==> src/rtl/regfile_wb_arbiter_if.sv <==
// ---------------------------------------------------------------------------
// regfile_wb_arbiter_if
//
// Purpose : bundles the writeback handshakes, decode scoreboard query and
//           register-file write port of regfile_wb_arbiter into one interface.
//
// Signals :
//   alu_valid/alu_reg/alu_data -> alu_ready   ALU writeback handshake
//   mem_valid/mem_reg/mem_data -> mem_ready   load writeback handshake
//   iss_valid/iss_reg                         decode issue (marks pending)
//   rd_reg1/rd_reg2 -> stall                  decode source-register check
//   rf_we/rf_wreg/rf_wdata                    register-file write port
//   pending                                   scoreboard, one bit per register
//
// Modports:
//   master : the surrounding pipeline (drives requests, observes results)
//   slave  : the arbiter itself
// ---------------------------------------------------------------------------
interface regfile_wb_arbiter_if #(
   parameter int DATA_W = 8,
   parameter int ADDR_W = 3,
   parameter int NREG   = 8
);
   logic              alu_valid;
   logic [ADDR_W-1:0] alu_reg;
   logic [DATA_W-1:0] alu_data;
   logic              alu_ready;

   logic              mem_valid;
   logic [ADDR_W-1:0] mem_reg;
   logic [DATA_W-1:0] mem_data;
   logic              mem_ready;

   logic              iss_valid;
   logic [ADDR_W-1:0] iss_reg;
   logic [ADDR_W-1:0] rd_reg1;
   logic [ADDR_W-1:0] rd_reg2;
   logic              stall;

   logic              rf_we;
   logic [ADDR_W-1:0] rf_wreg;
   logic [DATA_W-1:0] rf_wdata;
   logic [NREG-1:0]   pending;

   modport master (
      output alu_valid, alu_reg, alu_data,
      input  alu_ready,
      output mem_valid, mem_reg, mem_data,
      input  mem_ready,
      output iss_valid, iss_reg, rd_reg1, rd_reg2,
      input  stall,
      input  rf_we, rf_wreg, rf_wdata, pending
   );

   modport slave (
      input  alu_valid, alu_reg, alu_data,
      output alu_ready,
      input  mem_valid, mem_reg, mem_data,
      output mem_ready,
      input  iss_valid, iss_reg, rd_reg1, rd_reg2,
      output stall,
      output rf_we, rf_wreg, rf_wdata, pending
   );
endinterface

==> src/rtl/regfile_wb_arbiter.sv <==
// ---------------------------------------------------------------------------
// regfile_wb_arbiter
//
// Purpose : shares the single write port of an 8x8 register file between the
//           ALU writeback and the memory-load writeback, and tracks which
//           registers still have a write in flight so decode can stall.
//
// Ports   :
//   clk  - clock, all state changes on the rising edge
//   rst  - asynchronous, active-low reset
//   bus  - regfile_wb_arbiter_if.slave (handshakes, scoreboard, rf write)
//
// Build option:
//   WB_ROUND_ROBIN_EN defined   -> round-robin between ALU and MEM on a tie
//   WB_ROUND_ROBIN_EN undefined -> fixed priority, MEM wins every tie
//
// Notes   :
//   - ready outputs depend only on the two valids (and the priority pointer),
//     so a requester's data can never form a combinational loop through them.
//   - R0 is hardwired zero: writes to it are accepted but never reach the
//     register file, and it never appears in the scoreboard.
// ---------------------------------------------------------------------------
module regfile_wb_arbiter #(
   parameter int DATA_W = 8,
   parameter int ADDR_W = 3,
   parameter int NREG   = 8
) (
   input logic                  clk,
   input logic                  rst,
   regfile_wb_arbiter_if.slave  bus
);

   // -----------------------------------------------------------------------
   // Arbitration
   // -----------------------------------------------------------------------
   logic grant_alu;
   logic grant_mem;

`ifdef WB_ROUND_ROBIN_EN
   typedef enum logic {
      PRIO_ALU = 1'b0,
      PRIO_MEM = 1'b1
   } prio_t;

   prio_t prio_reg;

   always_comb begin
      grant_alu = 1'b0;
      grant_mem = 1'b0;
      if (bus.alu_valid && bus.mem_valid) begin
         grant_alu = (prio_reg == PRIO_ALU);
         grant_mem = (prio_reg == PRIO_MEM);
      end else begin
         grant_alu = bus.alu_valid;
         grant_mem = bus.mem_valid;
      end
   end

   // Pointer always moves away from whoever was just granted, even when
   // that requester was alone.
   always_ff @(posedge clk or negedge rst) begin
      if (!rst) begin
         prio_reg <= PRIO_ALU;
      end else if (grant_alu) begin
         prio_reg <= PRIO_MEM;
      end else if (grant_mem) begin
         prio_reg <= PRIO_ALU;
      end
   end
`else
   always_comb begin
      grant_mem = bus.mem_valid;
      grant_alu = bus.alu_valid && !bus.mem_valid;
   end
`endif

   assign bus.alu_ready = grant_alu;
   assign bus.mem_ready = grant_mem;

   // -----------------------------------------------------------------------
   // Write stage: one registered cycle between accept and the rf write
   // -----------------------------------------------------------------------
   logic              accept;
   logic [ADDR_W-1:0] sel_reg;
   logic [DATA_W-1:0] sel_data;
   logic              sel_nonzero;

   always_comb begin
      accept      = grant_alu || grant_mem;
      sel_reg     = grant_mem ? bus.mem_reg  : bus.alu_reg;
      sel_data    = grant_mem ? bus.mem_data : bus.alu_data;
      sel_nonzero = (sel_reg != '0);
   end

   logic              rf_we_reg;
   logic [ADDR_W-1:0] rf_wreg_reg;
   logic [DATA_W-1:0] rf_wdata_reg;

   // A write to R0 is swallowed here: index/data keep their previous values
   // and no enable is produced.
   always_ff @(posedge clk or negedge rst) begin
      if (!rst) begin
         rf_we_reg    <= 1'b0;
         rf_wreg_reg  <= '0;
         rf_wdata_reg <= '0;
      end else begin
         rf_we_reg <= accept && sel_nonzero;
         if (accept && sel_nonzero) begin
            rf_wreg_reg  <= sel_reg;
            rf_wdata_reg <= sel_data;
         end
      end
   end

   assign bus.rf_we    = rf_we_reg;
   assign bus.rf_wreg  = rf_wreg_reg;
   assign bus.rf_wdata = rf_wdata_reg;

   // -----------------------------------------------------------------------
   // Scoreboard
   // -----------------------------------------------------------------------
   logic [NREG-1:0] pending_reg;
   logic [NREG-1:0] pending_next;

   // R0 is never tracked.
   assign pending_next[0] = 1'b0;

   // Clear happens on the edge where the rf captures the write; a fresh
   // issue to the same register on that edge means a newer producer exists,
   // so set takes precedence over clear.
   generate
      for (genvar gi = 1; gi < NREG; gi++) begin : g_score
         logic set_hit;
         logic clr_hit;
         assign set_hit = bus.iss_valid && (bus.iss_reg == ADDR_W'(gi));
         assign clr_hit = rf_we_reg && (rf_wreg_reg == ADDR_W'(gi));
         assign pending_next[gi] = set_hit || (pending_reg[gi] && !clr_hit);
      end
   endgenerate

   always_ff @(posedge clk or negedge rst) begin
      if (!rst) begin
         pending_reg <= '0;
      end else begin
         pending_reg <= pending_next;
      end
   end

   assign bus.pending = pending_reg;

   // pending_reg[0] is constant zero, so a source of R0 never stalls.
   assign bus.stall = pending_reg[bus.rd_reg1] || pending_reg[bus.rd_reg2];

endmodule

==> src/flat_wrapper.sv <==
// flat-port wrapper written by rule: the top's interface ports become plain ports
module regfile_wb_arbiter_flat 
#(
   parameter int DATA_W = 8,
   parameter int ADDR_W = 3,
   parameter int NREG   = 8
)
  (clk, rst, bus_alu_valid, bus_alu_reg, bus_alu_data, bus_alu_ready, bus_mem_valid, bus_mem_reg, bus_mem_data, bus_mem_ready, bus_iss_valid, bus_iss_reg, bus_rd_reg1, bus_rd_reg2, bus_stall, bus_rf_we, bus_rf_wreg, bus_rf_wdata, bus_pending);
  regfile_wb_arbiter_if #(.DATA_W(DATA_W), .ADDR_W(ADDR_W), .NREG(NREG)) bus_i ();
  input logic clk;
  input logic rst;
  input wire logic [$bits(bus_i.alu_valid)-1:0] bus_alu_valid;
  input wire logic [$bits(bus_i.alu_reg)-1:0] bus_alu_reg;
  input wire logic [$bits(bus_i.alu_data)-1:0] bus_alu_data;
  output wire logic [$bits(bus_i.alu_ready)-1:0] bus_alu_ready;
  input wire logic [$bits(bus_i.mem_valid)-1:0] bus_mem_valid;
  input wire logic [$bits(bus_i.mem_reg)-1:0] bus_mem_reg;
  input wire logic [$bits(bus_i.mem_data)-1:0] bus_mem_data;
  output wire logic [$bits(bus_i.mem_ready)-1:0] bus_mem_ready;
  input wire logic [$bits(bus_i.iss_valid)-1:0] bus_iss_valid;
  input wire logic [$bits(bus_i.iss_reg)-1:0] bus_iss_reg;
  input wire logic [$bits(bus_i.rd_reg1)-1:0] bus_rd_reg1;
  input wire logic [$bits(bus_i.rd_reg2)-1:0] bus_rd_reg2;
  output wire logic [$bits(bus_i.stall)-1:0] bus_stall;
  output wire logic [$bits(bus_i.rf_we)-1:0] bus_rf_we;
  output wire logic [$bits(bus_i.rf_wreg)-1:0] bus_rf_wreg;
  output wire logic [$bits(bus_i.rf_wdata)-1:0] bus_rf_wdata;
  output wire logic [$bits(bus_i.pending)-1:0] bus_pending;
  assign bus_i.alu_valid = bus_alu_valid;
  assign bus_i.alu_reg = bus_alu_reg;
  assign bus_i.alu_data = bus_alu_data;
  assign bus_alu_ready = bus_i.alu_ready;
  assign bus_i.mem_valid = bus_mem_valid;
  assign bus_i.mem_reg = bus_mem_reg;
  assign bus_i.mem_data = bus_mem_data;
  assign bus_mem_ready = bus_i.mem_ready;
  assign bus_i.iss_valid = bus_iss_valid;
  assign bus_i.iss_reg = bus_iss_reg;
  assign bus_i.rd_reg1 = bus_rd_reg1;
  assign bus_i.rd_reg2 = bus_rd_reg2;
  assign bus_stall = bus_i.stall;
  assign bus_rf_we = bus_i.rf_we;
  assign bus_rf_wreg = bus_i.rf_wreg;
  assign bus_rf_wdata = bus_i.rf_wdata;
  assign bus_pending = bus_i.pending;
  regfile_wb_arbiter #(.DATA_W(DATA_W), .ADDR_W(ADDR_W), .NREG(NREG)) u_core (.clk(clk), .rst(rst), .bus(bus_i));
endmodule
==> config.mk <==
export PLATFORM = sky130hd
export DESIGN_NAME = regfile_wb_arbiter_flat
export DESIGN_NICKNAME = d
export VERILOG_FILES = /design/src/rtl/regfile_wb_arbiter_if.sv /design/src/rtl/regfile_wb_arbiter.sv /design/src/flat_wrapper.sv
export SDC_FILE = /design/constraint.sdc
export NUM_CORES = 1
export LEC_CHECK = 0
export ABC_AREA = 1
export ABC_CLOCK_PERIOD_IN_PS = 800
export CAP_MARGIN = 15
export CORE_MARGIN = 4
export CORE_UTILIZATION = 37
export CTS_CLUSTER_DIAMETER = 50
export DETAILED_ROUTE_END_ITERATION = 8
export HOLD_SLACK_MARGIN = 0.02
export PLACE_DENSITY = 0.76
export RECOVER_POWER = 25
export SLEW_MARGIN = 20
export SYNTH_ARGS = -nofsm -noshare
export SYNTH_HDL_FRONTEND = slang
export SYNTH_SLANG_ARGS = --single-unit
==> constraint.sdc <==
create_clock -name clk -period 0.8 [get_ports clk]
set_input_delay 0.16 -clock clk [delete_from_list [all_inputs] [get_ports clk]]
set_output_delay 0.16 -clock clk [all_outputs]
set_load 0.005 [all_outputs]
==> summary.txt <==
Outcome
  – Outcome: finished, violations left
  – Violated checks: setup timing

Routing
  – Routed WL: 4390 µm
  – Post-route DRC: 0
  – WL/cell: 13.5 µm
  – Via count: 1529
  – Final antenna-violating net count: 0
  – Detailed-route vias per instance: 4.70
  – Detailed Routing Iterations Pass 1: 4
  – Starting DRT DRC Count: 57

Timing
  – Final Hold Vio Count: 0
  – Fin crit share: 175%
  – Worst hold slack: 0.301 ns
  – Minimum clock period: 1.40 ns
  – Setup tns final: -6.89 ns
  – F_max: 714 MHz
  – RSZ-0062 raised after global routing: yes
  – Final setup margin: -0.600 ns
  – Endpoints failing setup: 29
  – Setup Skew: 0.00599 ns
  – Slew Limit Fails: 0

Global route
  – Gr ovfl total: 0
  – Largest net degree at the start of global routing: 20
  – First-pass GRT wire length: 6360 µm
  – Antenna violations before repair: 0
  – GRT Overall Usage: 18.8%
  – Number of global-route vias before repair: 1461

Synth
  – Seq/Total Area, Yosys: 37.1%
  – Distinct cells, synth: 20
  – Synth area leader: dfrtp_1
  – Post-synthesis cell count: 178
  – Syn Area/Cell: 7.20 µm²
  – Yosys top cell area share: 37.1%
  – Post-Syn Nets: 214
  – Synthesized cell area: 1280 µm²
  – FF+latch count, synth: 19
  – Synth warnings: 0
  – Largest cells by area after synthesis: dfrtp_1 37%, nand2_1 19%, nand3_1 7.4%

Floorplanning
  – Overall die height: 66.9 µm
  – Die area: 4470 µm²
  – IO Pins: 59
  – Die width: 66.9 µm
  – Core ar.: 3340 µm²
  – Initial Util: 38.4%
  – Row count: 21

Hold path
  – Hold WC Path Type: in2async

Clocking
  – Num CTS Buffers: 3
  – CTS Root Cell: clkbuf_4
  – Clock buffer depth: 2
  – CTS tree: built
  – H-tree depth: 1
  – Clk pin slew, worst setup/hold paths: 0.12 ns
  – CTS sink cnt: 19
  – Latest clock arrival within the worst-skew pair: 0.32 ns

Placement
  – Area after DPL: 2110 µm²
  – Post-DP HPWL: 2730 µm
  – Global placement routability congestion: 0.731
  – PortBufs: 57
  – Dpl cells: 305

Power
  – Pleak: 0.00128 µW
  – Sw power: 1430 µW
  – P_int: 2490 µW
  – Power density cells: 1580 nW/µm²
  – Power share of the clock group: 13.6%
  – Reg power frac: 33.6%
  – Switching Fraction: 36.4%
  – Combinational power share: 52.8%
  – IR Drop Worst-Case VDD: 867 µV
  – Overall Power: 3920 µW

Setup path
  – Slowest cell on the critical path: dfrtp_1
  – Critical Path Sink Type: output port
  – Worst path cell trace: inv_1 -> nand2_1 -> nand3_1 -> nand3_1 -> nand2_1 -> nand2_1 -> buf_2
  – Critical path class: reg2out
  – CP most frequent cell: nand2_1
  – Worst path bufs/invs: 2
  – Crit Path Max Fanout: 4
  – Crit path largest cell delay: 0.44 ns
  – Critical path launch point type: flip-flop
  – Critical path origin: u_core.bus.pending[7]
  – CP delay by family, top: flip-flops
  – FF-to-FF Start: u_core.bus.rf_wreg[2]
  – Crit path DAT: 1.24 ns
  – Worst EP required: 0.64 ns

Cells and area
  – # nets final: 316
  – Final cell count without fillers: 325
  – Post-route cell area: 2480 µm²
  – Layout fillers: 258
  – Layout cells sized above 1: 46.2%
  – Largest register FFs: 8
  – P&R area growth vs syn: 93.3%
  – ANT cells: 0
  – FF+latch area: 475 µm²
  – Multi-input logic area: 887 µm²

Job
  – Max Cap Viol: 0
layer usage:
| metal | GRT usage [%] | vias up | part of all wire (%) |
|---|---|---|---|
| met3 | 4.89 | 7 | 7.9 |
| li1 | - | 763 | - |
| met4 | 7.34 | 0 | 1.7 |
| met1 | 19.2 | 700 | 38 |
| met5 | 0 | - | 0 |
| met2 | 35.9 | 59 | 53 |
final cells by class:
type,instances,share of cell area (%)
timing repair buffer,101,36.5
multi-input combinational,129,35.8
sequential,19,19.2
inverter,26,5.05
tap,46,2.32
clock buffer,3,0.909
clock inverter,1,0.202
worst register-to-register path, stage by stage, from the launching register on:
cell     delay (ns)
dfrtp_1        0.42
buf_6          0.14
inv_4          0.06
nand2_4        0.06
o21ai_1        0.14
o21ai_1        0.09
metrics by stage:
step                worst slack (ns)  util [%]
finish                        -0.600      74.3
floorplan                    -0.0750         -
detailed placement            -0.937      63.4
global placement              -0.922      63.4
global route                  -0.713      74.3
CTS                           -0.586      69.9
cells by family after synthesis:
group                  count (synthesis)  share of synthesized area (%)
AOI/OAI and AO/OA                     15                           6.24
buffers and inverters                 33                           13.2
DFF                                   19                           37.1
other                                  1                          0.292
and+or+nand+nor                      110                           43.2
Yosys cell counts, drive strengths merged:
cell / instances
nand2: 79
nand3: 28
inv: 26
dfrtp: 19
o21ai: 13
buf: 7
a31oi: 1
conb: 1
nor2: 1
nor3: 1
o32ai: 1
or2: 1
final timing paths:
check | to | slack, ns | depth (start not counted)
hold reg to reg | u_core.bus.rf_wdata[4] | 0.61 | 3
setup / recovery | bus_stall | -0.60 | 7
max in group asynchronous | u_core.bus.rf_wreg[1] | 0.17 | 2
min in group clk | u_core.bus.rf_wdata[0] | 0.47 | 5
setup reg to reg | u_core.bus.pending[3] | -0.22 | 5
hold / removal | u_core.bus.rf_wdata[4] | 0.30 | 2
timing repair:
action	4_1_cts	5_1_grt
buffers inserted	12	8
gates cloned	3	0
gates resized for setup	145	29
endpoints found under the setup margin	41	38
hold buffers	0	0
pin swaps	33	18
layout by cell type, fill, tap and decap left out, drive strengths merged:
cell type,n
conb,1
nand3,29
dfrtp,19
clkbuf,4
a31oi,1
buf,64
nor3,1
clkdlybuf4s15,2
nor2,1
or2,1
clkdlybuf4s50,25
dlygate4sd2,8
o32ai,1
o21ai,13
clkinv,1
dlygate4sd3,1
inv,26
nand2,81
power by group through the flow:
stage	sequential (µW)	combinational, µW	clock (µW)
after detailed placement	1320	1620	0
after global placement	1310	1590	0
after CTS	1310	1810	507
after floorplan	1340	581	0
after global routing	1340	2250	564
final	1320	2070	531
Power figures use the tool's default switching activity.
==> RTL edit 1: new RTL, config.mk and constraints unchanged <==
`NREG` is set to 8 in 3 places; all go to 7.
--- a/src/rtl/regfile_wb_arbiter_if.sv
+++ b/src/rtl/regfile_wb_arbiter_if.sv
@@ -21,3 +21,3 @@
    parameter int ADDR_W = 3,
-   parameter int NREG   = 8
+   parameter int NREG   = 7
 );
--- a/src/rtl/regfile_wb_arbiter.sv
+++ b/src/rtl/regfile_wb_arbiter.sv
@@ -25,3 +25,3 @@
    parameter int ADDR_W = 3,
-   parameter int NREG   = 8
+   parameter int NREG   = 7
 ) (
--- a/src/flat_wrapper.sv
+++ b/src/flat_wrapper.sv
@@ -5,3 +5,3 @@
    parameter int ADDR_W = 3,
-   parameter int NREG   = 8
+   parameter int NREG   = 7
 )
Ports: changed (resized bus_pending); port bits go from 59 to 58. No check against the original RTL was run, so the function may have changed too.
==> RTL edit 1 against the original RTL <==
  * The flow still finishes with violations (negative setup slack)
  * Total power is 2.7% lower
  * Fmax increased by 1.7%
  * Sequential cell count decreased by 1
  * Synthesized cell count fell by 2.2%
  * Synthesized area rose by 1.8%
  * Setup slack improved by 0.023 ns
  * Wire length down 12%
  * Clock skew down 0.0026 ns
  * Global-route usage is 1.2 points lower
  * Clock power rose by 4.5%
  * Cell area up 1.3%
  * Register-to-register slack improved by 0.03 ns
  * Sequential share of layout area shrank 1.2 points
==> RTL edit 1: results (changes against the original RTL) <==
run_status:
  status: "finished, violations left"
  violations: "negative setup slack"
place:
  numPortBuffers: 56  # -1.8%
  dp.cells: 299  # -2.0%
  dp_hpwl_um: 2730  # about the same
  gp_congestion: 0.813  # +11%
yosys:
  syn_nets: 210  # -1.9%
  ys_top_cells_by_area: "dfrtp_1 (35%), nand2_1 (18%), nand2_8 (11%)"
  ys_seq_elements: 18  # -1
  synth_cell_types: 24  # +20%
critical_path:
  critical_path_arrival_ns: 1.22  # -0.02 ns
  r2r_slack_ns: -0.19  # +0.03 ns
  r2r-end: "u_core.bus.pending[4]"
  critPathMaxStageDelay_ns: 0.41  # -0.03 ns
  cp_max_fo: 3  # -1
  r2r_start: "u_core.bus.pending[4]"
power:
  swShare: 0.333  # -0.0312
  leakagePower_nw: 1.27  # -0.20%
finish:
  fin_nets: 310  # -1.9%
  drive_gt1_frac: 0.498  # +0.0358
  fin_cells: 319  # -1.8%
sta:
  finalWorstSetupSlack_ns: -0.577  # +0.0234 ns
  finalSetupViolCount: 29  # unchanged
  hold_ws_ns: 0.181  # -0.120 ns
global_routing:
  grt_pass1_wl_um: 6210  # -2.4%
  grt_usage: 0.176  # -0.0122
  grt_pass1_vias: 1475  # +0.96%
  grt_max_degree: 19  # -5.0%
clock_network:
  worst_skew_pair.late_latency_ns: 0.29  # -0.03 ns
route:
  via_per_inst: 4.60  # -2.3%
  finalWirelength_um: 3870  # -12%
  drt_iter0_markers: 41  # -28%
worst_hold_path:
  hp-class: "input port to flop"
[RTL edit 1: power by group through the flow]
| stage | clock network (mW) | registers [mW] | logic, mW |
|---|---|---|---|
| finish | 0.555 | 1.22 | 2.04 |
| global route | 0.620 | 1.24 | 2.22 |
| CTS | 0.567 | 1.20 | 1.88 |
| detailed placement | 0 | 1.22 | 1.68 |
| global placement | 0 | 1.21 | 1.65 |
| floorplan | 0 | 1.24 | 0.615 |
[RTL edit 1: layout make-up]
type                    instances  area, µm²
repair buffers                102        931
multi-input cells             123        912
fillers                       266        853
flip-flops and latches         18        450
inverters                      26        123
well taps                      46       57.6
clock buffers                   4       36.3
[RTL edit 1: how the worst max path moves through the flow]
stage                                startpoint   endpoint  slack (ns)  cells past startpoint
after floorplan           u_core.bus.pending[5]  bus_stall       -0.08                      6
after global placement           bus_rd_reg1[0]  bus_stall       -0.88                      8
after detailed placement         bus_rd_reg1[1]  bus_stall       -0.94                      8
after CTS                 u_core.bus.pending[3]  bus_stall       -0.56                      7
after global routing      u_core.bus.pending[4]  bus_stall       -0.67                      7
final                     u_core.bus.pending[4]  bus_stall       -0.58                      7
[RTL edit 1: metrics by stage]
| step | area, µm² | worst slack, ns | total power [mW] |
|---|---|---|---|
| after floorplan | 1410 | -0.0833 | 1.85 |
| after global placement | 2240 | -0.883 | 2.86 |
| after detailed placement | 2240 | -0.935 | 2.90 |
| after CTS | 2440 | -0.556 | 3.65 |
| after global routing | 2510 | -0.667 | 4.08 |
| final | 2510 | -0.577 | 3.81 |
[RTL edit 1: kinds of logic (layout without fill, tap and decap cells)]
kind of cell | after synthesis | after routing | synth area share
buf+inv | 33 | 132 | 0.122
flops | 18 | 18 | 0.345
other cells | 1 | 1 | 0.00287
compound gates | 13 | 13 | 0.0642
simple gates | 109 | 109 | 0.466
[RTL edit 1: per-layer routing]
metal  vias up  routed length [µm]  GRT usage
li1        741                   -          -
met1       669                1360      0.187
met2        48                2240      0.355
met3         8                 190     0.0216
met4         0                  83     0.0506
met5         -                   0          0
[RTL edit 1: timing repair]
action,in CTS,in global routing
cloned,1,0
pin swaps,28,25
resized for setup,133,35
setup endpoints to repair,39,38
setup buffers,19,4
==> RTL edit 2: new RTL, config.mk and constraints unchanged <==
Made on the original files. Build with the macro `WB_ROUND_ROBIN_EN` defined.
--- a/src/rtl/regfile_wb_arbiter.sv
+++ b/src/rtl/regfile_wb_arbiter.sv
@@ -22,2 +22,4 @@
 // ---------------------------------------------------------------------------
+`define WB_ROUND_ROBIN_EN
+
 module regfile_wb_arbiter #(
Behaviour: not the same (Yosys sat finds a counterexample within 4 cycles, from zero or initial values and one cycle with rst low).
==> RTL edit 2 against the original RTL <==
  * The run still ends with negative setup slack left
  * Setup slack lost 0.11 ns
  * Non-clock buffer count shrank 1
  * Cell area shrank 2.3%
  * Utilization grew 4.4 points
  * Fmax shrank 7.2%
  * Wire length grew 0.84%
  * Sequential share of layout area grew 1.5 points
  * Sequential cell count grew 1
  * Total power grew 26%
  * Synthesized area shrank 5.8%
==> RTL edit 2: results (changes against the original RTL) <==
run_status:
  status: "finished, violations left"
  violations: "negative setup slack"
route:
  finalWirelength_um: 4420  # +0.84%
  dr.pass1.iters: 4  # unchanged
  wire_per_inst_um: 14.0  # +3.7%
  vias: 1530  # +0.065%
  drt_iter0_markers: 51  # -11%
yosys:
  ys_top_cells_by_area: "dfrtp_1 (41%), nand2_1 (18%), nand3_1 (9.5%)"
  synth.area.mux_share: 0  # unchanged
  ys_top_cells_by_count: "nand2_1 (58), nand3_1 (23), dfrtp_1 (20)"
  synth_xor_area_frac: 0  # unchanged
  yosysWarnings: 0  # unchanged
  syn_inst: 170  # -4.5%
  synth_cell_types: 22  # +10%
  syn_nets: 206  # -3.7%
  synth_compound_area_frac: 0.118  # +0.0556
  ys_seq_area_frac: 0.414  # +0.0433
  synth_top_family_by_area: "simple AND/OR/NAND/NOR gates"
  async_flop_share: 1.00  # unchanged
  synth_adder_area_share: 0  # unchanged
critical_path:
  cp_max_fo: 4  # unchanged
  critical_path_arrival_ns: 1.35  # +0.11 ns
  r2r_slack_ns: -0.67  # -0.45 ns
clock_network:
  numCtsBuffers: 3  # unchanged
  cts-root-buf: "clkbuf_4"
  worst_skew_pair.late_latency_ns: 0.30  # -0.02 ns
  cts-htree-levels: 1  # unchanged
  clk_transition_reported_paths_ns: 0.12  # about the same
  cts_max_path_buffers: 2  # unchanged
sta:
  finalWorstSetupSlack_ns: -0.709  # -0.109 ns
  finalSetupViolCount: 42  # +45%
  finClkSkew_ns: 0.00134  # -0.00465 ns
finish:
  nFillCells: 212  # -18%
  diodes: 0  # unchanged
  drive_gt1_frac: 0.441  # -0.0212
  largest_reg_flops: 8  # unchanged
  fin_nets: 309  # -2.2%
power:
  leakagePower_nw: 1.23  # -3.4%
  peakVddDrop_uv: 772  # -11%
place:
  placed_area_um2: 2000  # -5.6%
  gp_congestion: 0.781  # +6.8%
  dp.cells: 288  # -5.6%
  dp_hpwl_um: 2690  # -1.5%
  numPortBuffers: 57  # unchanged
global_routing:
  grt_usage: 0.187  # -0.00103
  antenna_found_initial: 0  # unchanged
  grt_pass1_wl_um: 6270  # -1.5%
  grt_max_degree: 21  # +5.0%
worst_hold_path:
  hp-class: "input port to asynchronous set/reset pin"
-- RTL edit 2: final timing paths --
check,depth (start not counted),from,endpoint
worst max-delay path,5,u_core.bus.pending[7],bus_stall
max in group asynchronous,2,rst,u_core.bus.pending[1]
min in group clk,4,bus_mem_valid,u_core.prio_reg
worst min register to register,2,u_core.bus.rf_wdata[1],u_core.bus.rf_wdata[1]
worst max register to register,10,u_core.prio_reg,u_core.bus.rf_wreg[1]
worst min-delay path,2,rst,u_core.bus.rf_wreg[0]
-- RTL edit 2: area by class of cell --
type                    instances  share of cell area
clock buffers                   3             0.00930
clock inverters                 1              0.0124
inverters                      21              0.0357
multi-input cells             127               0.346
flip-flops and latches         20               0.207
well taps                      44              0.0227
repair buffers                100               0.367
-- RTL edit 2: where the power goes --
| group | internal (mW) | switching [mW] |
|---|---|---|
| logic | 1.54 | 1.11 |
| registers | 1.24 | 0.202 |
| clock network | 0.506 | 0.328 |
| total | 3.28 | 1.64 |
-- RTL edit 2: stage by stage --
stage | utilization | worst slack, ns | power, mW | TNS [ns] | hold slack, ns
after floorplan | - | -0.371 | 2.08 | -5.01 | -0.136
after global placement | 0.649 | -0.957 | 3.17 | -17.97 | 0.481
after detailed placement | 0.649 | -1.00 | 3.21 | -18.42 | 0.487
after CTS | 0.719 | -0.644 | 4.39 | -14.70 | 0.191
after global routing | 0.787 | -0.815 | 5.20 | -17.28 | 0.320
final | 0.787 | -0.709 | 4.92 | -15.35 | 0.270
-- RTL edit 2: logic make-up after synthesis --
kind of cell / count (synthesis)
simple gates: 97
compound gates: 26
buf+inv: 26
flops: 20
other cells: 1
-- RTL edit 2: worst max-delay path, cell delays in order (launching register included) --
cell and delay [ns]:
dfrtp_1 0.45, o21ai_0 0.20, nand3_1 0.09, o21ai_1 0.11, nand2_1 0.07, buf_2 0.13
-- RTL edit 2: per-layer routing --
layer / wire length, µm / part of all wire / vias to the layer above / track usage
met5: 0 / 0 / - / 0
met4: 74 / 0.017 / 0 / 0.0570
met3: 310 / 0.070 / 9 / 0.0479
met2: 2450 / 0.55 / 61 / 0.375
met1: 1590 / 0.36 / 706 / 0.185
li1: - / - / 754 / -
-- RTL edit 2: repair_timing --
action                                  4_1_cts  5_1_grt
pin swaps                                    14        7
gates cloned                                  3        0
buffers inserted                             11       12
endpoints found under the setup margin       41       41
resized for setup                           133       29
